$ cat config.mk
export PLATFORM = sky130hd
export DESIGN_NAME = pwm_carrier_gen
export DESIGN_NICKNAME = d
export VERILOG_FILES = /design/src/rtl/pwm_carrier_gen_pkg.sv /design/src/rtl/pwm_carrier_gen_clkdiv.sv /design/src/rtl/pwm_carrier_gen.sv
export SDC_FILE = /design/constraint.sdc
export NUM_CORES = 1
export LEC_CHECK = 0
export CORE_UTILIZATION = 40
export DETAILED_ROUTE_END_ITERATION = 16
export GPL_TIMING_DRIVEN = 0
export PLACE_DENSITY = 0.65
export SLEW_MARGIN = 20
export SYNTH_ARGS = -nofsm -noshare
export SYNTH_HDL_FRONTEND = slang
export SYNTH_SLANG_ARGS = --single-unit
$ cat constraint.sdc
create_clock -name clk -period 5.93 [get_ports clk]
set_input_delay 0.593 -clock clk [delete_from_list [all_inputs] [get_ports clk]]
set_output_delay 0.593 -clock clk [all_outputs]
set_load 0.01 [all_outputs]
$ cat src/rtl/pwm_carrier_gen_pkg.sv
// Shared types and widths for the PWM carrier generator and its prescaler.
package pwm_carrier_gen_pkg;

    localparam int PWMCOUNT_WIDTH = 16;
    localparam int DIVCLK_WIDTH   = 4;
    localparam int EVTCOUNT_WIDTH = 3;

    typedef enum logic [1:0] {
        NO_COUNT     = 2'd0,
        COUNT_UP     = 2'd1,
        COUNT_DOWN   = 2'd2,
        COUNT_UPDOWN = 2'd3
    } count_mode_e;

    typedef enum logic [1:0] {
        NO_MASK     = 2'd0,
        MIN_MASK    = 2'd1,
        MAX_MASK    = 2'd2,
        MINMAX_MASK = 2'd3
    } mask_mode_e;

    typedef enum logic {CARR_OFF   = 1'b0, CARR_ON   = 1'b1} carr_onoff_e;
    typedef enum logic {CLKDIV_OFF = 1'b0, CLKDIV_ON = 1'b1} clkdiv_onoff_e;
    typedef enum logic {INT_OFF    = 1'b0, INT_ON    = 1'b1} int_onoff_e;

    // A coincident min+max pulse is a single event.
    function automatic logic evt_selected(input mask_mode_e mask, input logic min_evt,
                                          input logic max_evt);
        logic sel;
        case (mask)
            MIN_MASK:    sel = min_evt;
            MAX_MASK:    sel = max_evt;
            MINMAX_MASK: sel = min_evt | max_evt;
            default:     sel = 1'b0;
        endcase
        return sel;
    endfunction

endpackage

$ cat src/rtl/pwm_carrier_gen_clkdiv.sv
// Carrier prescaler: tick every clkdiv+1 cycles while enabled, every cycle when bypassed.
module pwm_clkdiv #(
    parameter int DIVCLK_WIDTH = pwm_carrier_gen_pkg::DIVCLK_WIDTH
) (
    input  logic                    clk,
    input  logic                    rst,
    input  logic                    en,
    input  logic                    clkdiv_onoff,
    input  logic [DIVCLK_WIDTH-1:0] clkdiv,
    output logic                    tick
);
    import pwm_carrier_gen_pkg::*;

    logic [DIVCLK_WIDTH-1:0] r_cnt;
    logic                    w_div_run;

    // Tick decode; clkdiv is compared live so a new divide ratio applies at once.
    always_comb begin
        w_div_run = en && (clkdiv_onoff == CLKDIV_ON);
        tick      = 1'b0;
        if (!en) begin
            tick = 1'b0;
        end else if (!w_div_run) begin
            tick = 1'b1;
        end else begin
            tick = (r_cnt == clkdiv);
        end
    end

    // Prescaler counter, parked at zero whenever division is not active.
    always_ff @(posedge clk) begin
        if (rst) begin
            r_cnt <= '0;
        end else if (!w_div_run) begin
            r_cnt <= '0;
        end else if (r_cnt == clkdiv) begin
            r_cnt <= '0;
        end else begin
            r_cnt <= r_cnt + 1'b1;
        end
    end

endmodule

$ cat src/rtl/pwm_carrier_gen.sv
// Shared PWM carrier counter with shadowed configuration, min/max/update pulses
// and a decimated interrupt request.
module pwm_carrier_gen #(
    parameter int PWMCOUNT_WIDTH = pwm_carrier_gen_pkg::PWMCOUNT_WIDTH,
    parameter int DIVCLK_WIDTH   = pwm_carrier_gen_pkg::DIVCLK_WIDTH,
    parameter int EVTCOUNT_WIDTH = pwm_carrier_gen_pkg::EVTCOUNT_WIDTH
) (
    input  logic                      clk,
    input  logic                      rst,
    input  logic                      carr_onoff,
    input  logic [1:0]                count_mode,
    input  logic [1:0]                mask_mode,
    input  logic                      clkdiv_onoff,
    input  logic [DIVCLK_WIDTH-1:0]   clkdiv,
    input  logic [PWMCOUNT_WIDTH-1:0] period,
    input  logic [EVTCOUNT_WIDTH-1:0] evt_num,
    input  logic                      int_onoff,
    output logic [PWMCOUNT_WIDTH-1:0] carrier,
    output logic                      dir,
    output logic                      min_evt,
    output logic                      max_evt,
    output logic                      upd_evt,
    output logic                      irq
);
    import pwm_carrier_gen_pkg::*;

    logic [PWMCOUNT_WIDTH-1:0] r_carrier, r_period_sh;
    logic [EVTCOUNT_WIDTH-1:0] r_evtnum_sh, r_evt_cnt;
    count_mode_e               r_mode_sh, w_mode;
    mask_mode_e                r_mask_sh;
    logic                      r_dir, r_min_evt, r_max_evt, r_upd_evt, r_irq;

    logic                      w_on, w_load, w_tick, w_sel, w_count, w_dir_next;
    logic [PWMCOUNT_WIDTH-1:0] w_period, w_next, w_inc, w_dec;

    pwm_clkdiv #(.DIVCLK_WIDTH(DIVCLK_WIDTH)) u_clkdiv (
        .clk          (clk),
        .rst          (rst),
        .en           (w_on),
        .clkdiv_onoff (clkdiv_onoff),
        .clkdiv       (clkdiv),
        .tick         (w_tick)
    );

    // The reload cycle already counts with the freshly loaded period and mode.
    always_comb begin
        w_on     = (carr_onoff == CARR_ON);
        w_load   = !w_on || r_min_evt;
        w_period = w_load ? period : r_period_sh;
        w_mode   = w_load ? count_mode_e'(count_mode) : r_mode_sh;
        w_sel    = evt_selected(r_mask_sh, r_min_evt, r_max_evt);
    end

    // Next carrier value and direction for the active count mode.
    always_comb begin
        w_next     = r_carrier;
        w_dir_next = r_dir;
        w_count    = 1'b0;
        w_inc      = r_carrier + 1'b1;
        w_dec      = r_carrier - 1'b1;
        case (w_mode)
            COUNT_UP: begin
                w_count    = 1'b1;
                w_dir_next = 1'b0;
                if (r_carrier >= w_period) begin
                    w_next = '0;
                end else begin
                    w_next = w_inc;
                end
            end
            COUNT_DOWN: begin
                w_count    = 1'b1;
                w_dir_next = 1'b1;
                if ((r_carrier == '0) || (r_carrier > w_period)) begin
                    w_next = w_period;
                end else begin
                    w_next = w_dec;
                end
            end
            COUNT_UPDOWN: begin
                w_count = 1'b1;
                if (w_period == '0) begin
                    w_next     = '0;
                    w_dir_next = 1'b0;
                end else if ((r_carrier == '0) || (!r_dir && (r_carrier < w_period))) begin
                    w_next     = w_inc;
                    w_dir_next = (w_inc == w_period);
                end else begin
                    w_next     = w_dec;
                    w_dir_next = (w_dec != '0);
                end
            end
            default: begin
                w_count = 1'b0;
            end
        endcase
    end

    // Shadow configuration: tracks inputs while off, reloads on min_evt while running.
    always_ff @(posedge clk) begin
        if (rst || w_load) begin
            r_period_sh <= period;
            r_mode_sh   <= count_mode_e'(count_mode);
            r_mask_sh   <= mask_mode_e'(mask_mode);
            r_evtnum_sh <= evt_num;
        end else begin
            r_period_sh <= r_period_sh;
            r_mode_sh   <= r_mode_sh;
            r_mask_sh   <= r_mask_sh;
            r_evtnum_sh <= r_evtnum_sh;
        end
    end

    // Carrier, direction and the min/max/update pulses.
    always_ff @(posedge clk) begin
        if (rst || !w_on) begin
            r_carrier <= '0;
            r_dir     <= 1'b0;
            r_min_evt <= 1'b0;
            r_max_evt <= 1'b0;
            r_upd_evt <= 1'b0;
        end else if (w_tick) begin
            r_carrier <= w_next;
            r_dir     <= w_dir_next;
            r_min_evt <= w_count && (w_next == '0);
            r_max_evt <= w_count && (w_next == w_period);
            r_upd_evt <= w_count && (w_next == '0);
        end else begin
            r_min_evt <= 1'b0;
            r_max_evt <= 1'b0;
            r_upd_evt <= 1'b0;
        end
    end

    // Event decimation; the counter keeps its phase even with the interrupt gated off.
    always_ff @(posedge clk) begin
        if (rst || !w_on) begin
            r_evt_cnt <= '0;
            r_irq     <= 1'b0;
        end else if (w_sel) begin
            if (r_evt_cnt == r_evtnum_sh) begin
                r_evt_cnt <= '0;
                r_irq     <= (int_onoff == INT_ON);
            end else begin
                r_evt_cnt <= r_evt_cnt + 1'b1;
                r_irq     <= 1'b0;
            end
        end else begin
            r_irq <= 1'b0;
        end
    end

    assign carrier = r_carrier;
    assign dir     = r_dir;
    assign min_evt = r_min_evt;
    assign max_evt = r_max_evt;
    assign upd_evt = r_upd_evt;
    assign irq     = r_irq;

endmodule

Word level (Yosys, flattened, before mapping)

Cells that the tools add are included.
W data, S select, Z words.

Bits in registers: 50
Input bits: 32
Output and inout port bits: 21
Logic and storage cells: 69

Add/sub/neg operators: 4
Magnitude comparators: 3
Eq/ne operators: 10
Multiplexer cells: 15
Bitwise logic cells: 5
Reduce and logical (&&, ||, !) cells: 21

Operator list:

| cell                    | count |
|---|---|
| $mux W16                | 5 |
| $logic_not A16 Y1       | 3 |
| $pmux W16 S3            | 1 |
| $eq A16 B16 Y1          | 2 |
| $add A16 B1 Y16 const B | 1 |
| $ge A16 B16 Y1          | 1 |
| $gt A16 B16 Y1          | 1 |
| $lt A16 B16 Y1          | 1 |
| $reduce_bool A16 Y1     | 1 |
| $sub A16 B1 Y16 const B | 1 |
| $reduce_or A3 Y1        | 3 |
| $eq A2 B2 Y1 const B    | 4 |
| $pmux W1 S3             | 2 |
| $logic_or A1 B1 Y1      | 5 |
| $mux W1                 | 5 |
| $add A4 B1 Y4 const B   | 1 |
| $eq A2 B1 Y1 const B    | 2 |
| $eq A4 B4 Y1            | 1 |
| $logic_and A1 B1 Y1     | 4 |
| $not A1 Y1              | 4 |
| $add A3 B1 Y3 const B   | 1 |
| $eq A3 B3 Y1            | 1 |
| $mux W3                 | 1 |
| $reduce_bool A3 Y1      | 1 |
| other kinds (5)         | 6 |

Depth between registers and ports, before layout

Gate-level depths: netlist (run 1).

Word-level depth: 11
Gate-level depth with buffers: 18
Gate-level depth less buffers: 15

Hierarchy

A second synthesis (run 1) with hierarchy kept.

Cell total of the unflattened synthesis: 608
Area, all modules: 5074.9 um2

By module, submodules not included:

| module          | times used | cells an instance | area an instance (um2) | seq. area each (um2) |
|---|---|---|---|---|
| pwm_carrier_gen | 1          | 588               | 4872.2                 | 1151.1 |
| pwm_clkdiv      | 1          | 20                | 202.7                  | 80.1 |

Worst setup path before layout (run 1)

No wires, ideal clock.

Path kind: input port to flip-flop
From: input port carr_onoff
To: register r_max_evt (netlist: max_evt)
Setup time: 0.088 ns
Data arrival time: 4.380 ns
Data required time: 5.842 ns
Path slack: 1.462 ns
Stages: 16
Buffers on the path: 3
Cells stage by stage: nor2b_1 > buf_2 > buf_1 > mux2i_1 > ha_1 > nand2_1 > nor2_1 > a211oi_1 > o2111ai_1 > clkbuf_1 > a21oi_1 > o211ai_1 > o21a_1 > a2111oi_0 > nand4_1 > nor4_2

Word-level cells in the longest chain between the ends: 11
Elaborated cells on any way between the ends: 29
Classes of those cells: order compare (3); eq/ne (4); mux (10); bitwise (1); reduce/logical (11)

RTL lines:

| item                 | RTL line               | text |
|---|---|---|
| from (decl)          | pwm_carrier_gen.sv:10  | `input logic carr_onoff,` |
| $logic_not A1 Y1     | n/a                    |  |
| $logic_or A1 B1 Y1   | pwm_carrier_gen.sv:48  | `w_load = !w_on \|\| r_min_evt;` |
| $mux W16             | pwm_carrier_gen.sv:49  | `w_period = w_load ? period : r_period_sh;` |
| $lt A16 B16 Y1       | pwm_carrier_gen.sv:85  | `end else if ((r_carrier == '0) \|\| (!r_dir && (r_carrier < w_period))) begin` |
| $logic_and A1 B1 Y1  | pwm_carrier_gen.sv:85  |  |
| $logic_or A1 B1 Y1   | pwm_carrier_gen.sv:85  |  |
| $mux W16             | pwm_carrier_gen.sv:85  |  |
| $mux W16             | pwm_carrier_gen.sv:82  | `if (w_period == '0) begin` |
| $pmux W16 S3         | pwm_carrier_gen.sv:61  | `case (w_mode)` |
| $eq A16 B16 Y1       | pwm_carrier_gen.sv:126 | `r_max_evt <= w_count && (w_next == w_period);` |
| $logic_and A1 B1 Y1  | pwm_carrier_gen.sv:126 |  |
| to (signal assigned) | pwm_carrier_gen.sv:126 |  |
| to (decl)            | pwm_carrier_gen.sv:31  | `logic r_dir, r_min_evt, r_max_evt, r_upd_evt, r_irq;` |

Several ways; a longest one is shown, not always the timed one.
A chain may end at the register's enable or synchronous reset.

Worst setup path in the final report (run 1)

Ends and elaborated chain as after synthesis.

==> flow_metrics.tcl, run 1 <==
set metrics [dict create \
    async_flop_share 0 \
    status "complete, no violations" \
    clock_latency_ns 0.31 \
    slew_violations 0 \
    synth-xor-area-share 0.117 \
    r2r-start "upd_evt" \
    skew_ns 0.00822 \
    rsz0062_at_grt "no" \
    syn_area_um2 4650 \
    synth_seq_area_share 0.265 \
    rows 39 \
    synth-compound-area-share 0.214 \
    path_clk_slew_ns 0.07 \
    period_minus_slack_ns 5.74 \
    synth-seq-cells 50 \
    tightest_slew_ns 1.02 \
    drtAntennaViolNets 0 \
    powerDensity_nw_per_um2 201 \
    hpwlAfterDp_um 14300 \
    syn_nets 622 \
    routed_wl_um 18400 \
    synth_cells 570 \
    fin_crit_sh 0.968 \
    area_growth_syn_to_layout_pct 20.4 \
    ff2ff_path_depth 15 \
    drc 0 \
    fp.dieH_um 110 \
    cp_max_fo 10 \
    synth_edf_count 23 \
    antenna_cells 0 \
    vdd_ir_drop_max_uv 167 \
    hold_viol 0 \
    finalSetupTns_ns 0 \
    clkSinkCount 50 \
    hold_start "u_clkdiv.r_cnt[0]" \
    io_buffers 52 \
    boundaryPins 53 \
    setup_viol 0 \
    layout-drive-gt1-share 0.0778 \
    grt_remaining_overflow 0 \
    synthDistinctLibCells 76 \
    syn_avg_cell_area_um2 8.17 \
    yosysWarnings 0 \
    timing.rr.end "max_evt" \
    cts_max_level 2 \
    max_freq_ghz 0.174 \
    hold_depth 1 \
    synth_flop_cell "dfxtp_1" \
    routedWlPerCell_um 23.8 \
    initial_utilization 0.409 \
    p_leak_uw 0.00201 \
    drtPass1Iterations 5 \
    slew_headroom 0.314 \
    cts_root_buf "clkbuf_16" \
    detail_route.vias_per_cell 6.48 \
    grt_pass1_vias 4799 \
    vias 5012 \
    gp_congestion 1.01 \
    min_to "u_clkdiv.r_cnt[0]" \
    cts_buffer_depth 2 \
    synthSimpleGateAreaFrac 0.249 \
    coreArea_um2 11400 \
    crit_path_end_kind "flop" \
    synth_top_cells_by_area "edfxtp_1 (15%), dfxtp_1 (12%), xnor2_1 (5.8%), xor2_1 (5.8%), ha_1 (5.4%)" \
    grt_start_max_net_pins 24 \
    ff2ff_setup_slack_ns 0.53 \
    grt_pass1_wl_um 27600 \
    track_usage 0.317 \
    die_x_um 110 \
    holdBufCountCts 0 \
    cts_tree "built" \
    final_common_cell "clkdlybuf4s50_1" \
    critPathRequiredTime_ns 6.15 \
    crit_path_start_kind "input port" \
    synth_top_family_by_area "simple AND/OR/NAND/NOR gates" \
    yosys.area_share.adder 0.0538 \
    yosys.area.top_type "edfxtp_1" \
    dr.first_iter.drc_count 578 \
    path_class "input port to flop" \
    min_path_type "flop to flop" \
    synthDominantCellAreaShare 0.148 \
    nNetsFinal 681 \
    muxShareOfSynthArea 0.0581 \
    hold_slack_ns 0.490 \
    cp.arrival_ns 5.96 \
    final_cell_mix "clkdlybuf4s50_1 (52), nand2_1 (48), nor2_1 (45)" \
    numCtsBuffers 5 \
    dieArea_um2 12100 \
    max_cap_violations 0 \
    antenna_found_initial 0 \
]
[cell families (layout without fill, tap and decap cells)]
logic type                 after synthesis  in the layout
DFF                                     50             50
and+or+nand+nor                        225            225
AOI/OAI and AO/OA                      139            139
muxes                                   26             26
adders and majority gates               20             20
buffers and inverters                   48            108
xor gates and xnor gates                62             62
[critical path: stages]
cell and delay [ns]:
clkdlybuf4s50_1 0.56, nor2b_1 0.15, buf_2 0.25, clkbuf_4 0.35
mux2i_2 0.49, ha_1 0.19, nand4_1 0.23, nor4_2 0.42
o21ai_1 0.25, o211ai_1 0.48, nand2_1 0.32, a221o_1 0.41
and3_1 0.25, a2111oi_0 0.54, nand4_1 0.28, nor4_2 0.18
[power by group]
| part | internal [uW] | leakage [uW] | total, uW | switching, uW |
|---|---|---|---|---|
| combinational | 152 | 0.00148 | 429 | 276 |
| clock | 161 | 0.0000748 | 310 | 149 |
| sequential | 377 | 0.000453 | 388 | 11.6 |
| total | 689 | 0.00201 | 1130 | 437 |
[Yosys cell counts (all sizes together), types with 23 or more instances]
cell type / count
nand2: 49
nor2: 47
xnor2: 31
xor2: 31
a21oi: 29
dfxtp: 27
o21ai: 27
nand3: 26
nor3: 26
mux2i: 24
clkbuf: 23
edfxtp: 23
[metrics by stage]
| stage | util | total power (uW) | instance area (um2) | std cells | setup slack, ns |
|---|---|---|---|---|---|
| final | 0.493 | 1130 | 5600 | 773 | 0.190 |
| after global routing | 0.493 | 1170 | 5600 | 773 | 0.0837 |
| after CTS | 0.488 | 1110 | 5550 | 773 | 0.0254 |
| after detailed placement | 0.471 | 798 | 5350 | 765 | -1.02 |
| after global placement | 0.471 | 796 | 5350 | 765 | -1.01 |
| after floorplan | - | 654 | 4650 | 570 | 1.46 |
[how the worst max path moves through the flow]
| stage | slack (ns) | start | endpoint | depth (start not counted) |
|---|---|---|---|---|
| finish | 0.19 | carr_onoff | max_evt | 16 |
| global route | 0.08 | carr_onoff | max_evt | 16 |
| CTS | 0.03 | carr_onoff | max_evt | 17 |
| detailed placement | -1.02 | carr_onoff | max_evt | 17 |
| global placement | -1.01 | carr_onoff | max_evt | 17 |
| floorplan | 1.46 | carr_onoff | max_evt | 16 |
[metal layers]
metal / wire, um / vias to the layer above / part of all wire / global-route usage
li1: - / 2285 / - / -
met1: 7680 / 2348 / 0.42 / 0.411
met2: 8020 / 312 / 0.44 / 0.490
met3: 1820 / 67 / 0.099 / 0.0688
met4: 907 / 0 / 0.049 / 0.169
met5: 0 / - / 0 / 0
[registers in the layout, indices dropped and copies added, names as in the netlist]
signal,cells
u_clkdiv.r_cnt,4
r_evt_cnt,3
r_period_sh,16
upd_evt,1
dir,1
r_mode_sh,2
r_evtnum_sh,3
max_evt,1
irq,1
carrier,16
r_mask_sh,2
[layout make-up]
class                           instances  area, um2
Multi-Input combinational cell        472       3310
Sequential cell                        50       1230
Tap cell                              143        179
Inverter                               16       60.1
Clock inverter                          3       26.3
Buffer                                 32        150
Fill cell                            1131       5770
Timing Repair Buffer                   52        520
Clock buffer                            5        125
[repair_timing]
| item | in CTS | in global routing |
|---|---|---|
| buffers inserted | 0 | 0 |
| pin swaps | 0 | 0 |
| gates resized for setup | 11 | 9 |
| endpoints found under the setup margin | 3 | 2 |
No activity file was read; power rests on OpenSTA's default activity.
==> run 2: changes to the inputs <==
Clock period 5.93 ns to 7.1 ns, I/O delays scaled along.
==> flow_metrics.tcl, run 2 (synthesized netlist as in run 1, its figures left out) <==
set metrics [dict create \
    place_ws_ns 0.0292 \
    drtAntennaViolNets 0 \
    antenna_cells 0 \
    stdcell_count 773 \
    min_path_type "flop to flop" \
    dp.cells 765 \
    fin_crit_sh 0.948 \
    nNetsFinal 681 \
    track_usage 0.317 \
    max_freq_ghz 0.149 \
    sw_frac_of_total 0.388 \
    min_to "u_clkdiv.r_cnt[0]" \
    die_x_um 110 \
    layout-drive-gt1-share 0.0587 \
    clkSinkCount 50 \
    ff2ff_path_depth 16 \
    critical_path.cell_chain "clkdlybuf4s50_1 -> nor2b_1 -> buf_2 -> buf_1 -> mux2i_2 -> ha_1 -> nand3_1 -> o221ai_1 -> a22oi_1 -> o2111ai_1 -> clkbuf_1 -> a21oi_1 -> o21ai_0 -> and3_1 -> a2111oi_0 -> nand4_1 -> nor4_2" \
    p_int_uw 572 \
    cts_root_buf "clkbuf_16" \
    rsz0062_at_grt "no" \
    tightest_slew_ns 1.07 \
    wl_met1_um 7650 \
    critPathBufInv 4 \
    numCtsBuffers 5 \
    skew_ns 0.00837 \
    fin_area_um2 5510 \
    r2r-start "upd_evt" \
    grt_pass1_wl_um 27600 \
    power_uw 935 \
    cts_buffer_depth 2 \
    wl_met2_um 8020 \
    finalSetupTns_ns 0 \
    grt_start_max_net_pins 24 \
    routed_wl_um 18400 \
    grt_remaining_overflow 0 \
    period_minus_slack_ns 6.73 \
    drtPass1Iterations 5 \
    rows 39 \
    dieArea_um2 12100 \
    p_leak_uw 0.00200 \
    vdd_ir_drop_max_uv 140 \
    cp_max_fo 10 \
    dpl-instance-area_um2 5350 \
    initial_utilization 0.409 \
    hold_start "u_clkdiv.r_cnt[0]" \
    dr.first_iter.drc_count 628 \
    slowest_delay_ns 0.64 \
    power.switching_uw 363 \
    grt_pass1_vias 4791 \
    final_cell_mix "clkdlybuf4s50_1 (52), nand2_1 (48), nor2_1 (46)" \
    wl_met3_um 1850 \
    area_growth_syn_to_layout_pct 18.4 \
    antenna_found_initial 0 \
    cp_top_family "compound AO/OA/AOI/OAI gates" \
    io_buffers 52 \
    cp.arrival_ns 6.95 \
    critPathRequiredTime_ns 7.32 \
    cp.depth 17 \
    p_clk_frac 0.278 \
    cts_tree "built" \
    slew_headroom 0.282 \
    path_class "input port to flop" \
    max_cap_violations 0 \
    vias 4978 \
    final_common_cell "clkdlybuf4s50_1" \
    path_clk_slew_ns 0.07 \
    crit_path_start_kind "input port" \
    drc 0 \
    hold_viol 0 \
    ff2ff_setup_slack_ns 1.00 \
    powerDensity_nw_per_um2 170 \
    slew_violations 0 \
    gp_congestion 1.01 \
    status "complete, no violations" \
    timing.rr.end "max_evt" \
    worst_path_max_delay_cell "mux2i_2" \
    seq_power_share 0.346 \
    hpwlAfterDp_um 14300 \
    fp.dieH_um 110 \
    fin_ws_ns 0.371 \
    clock_latency_ns 0.31 \
    setup_viol 0 \
    p_comb_frac 0.376 \
    cts_max_level 2 \
    boundaryPins 53 \
    routedWlPerCell_um 23.8 \
    coreArea_um2 11400 \
    fillers 1134 \
    crit_path_end_kind "flop" \
    detail_route.vias_per_cell 6.44 \
    hold_depth 1 \
    top_layer_used "met4" \
]
run 2: cell count changes in the layout (fill, tap and decap cells not counted), sizes merged:
cell    change
buf         +1
clkbuf      -1
run 2: worst max path at each step:
stage | startpoint | to | slack (ns)
final | carr_onoff | max_evt | 0.37
after detailed placement | carr_onoff | max_evt | 0.03
after global placement | carr_onoff | max_evt | 0.05
after global routing | carr_onoff | max_evt | 0.10
after floorplan | carr_onoff | max_evt | 2.52
after CTS | carr_onoff | max_evt | 0.35
run 2: layout make-up:
type / instances / area [um2] / share of cell area
multi-input combinational: 472 / 3220 / 0.585
clock buffer: 5 / 125 / 0.0227
buffer: 32 / 145 / 0.0263
clock inverter: 3 / 26.3 / 0.00477
tap: 143 / 179 / 0.0325
timing repair buffer: 52 / 520 / 0.0944
inverter: 16 / 60.1 / 0.0109
sequential: 50 / 1230 / 0.223
run 2: metrics by stage:
step	hold WS, ns	utilization
3_3_place_gp	0.462	0.471
3_5_place_dp	0.479	0.471
5_1_grt	0.517	0.485
4_1_cts	0.495	0.484
2_1_floorplan	0.440	-
6_report	0.489	0.485
run 2: power groups by stage:
stage                     registers, uW  clock network, uW  logic, uW
after detailed placement            330                  0        337
after global placement              329                  0        336
after global routing                325                273        371
after floorplan                     328                  0        218
final                               323                260        352
after CTS                           323                265        338
run 2: per-layer routing:
metal | track usage | up-vias
li1 | - | 2283
met1 | 0.413 | 2332
met2 | 0.483 | 300
met3 | 0.0682 | 63
met4 | 0.176 | 0
met5 | 0 | -
run 2: what timing repair did:
item / in CTS / in global routing
resized for setup: 0 / 1
setup buffers: 0 / 0
setup endpoints to repair: 0 / 1
hold buffers: 0 / 0
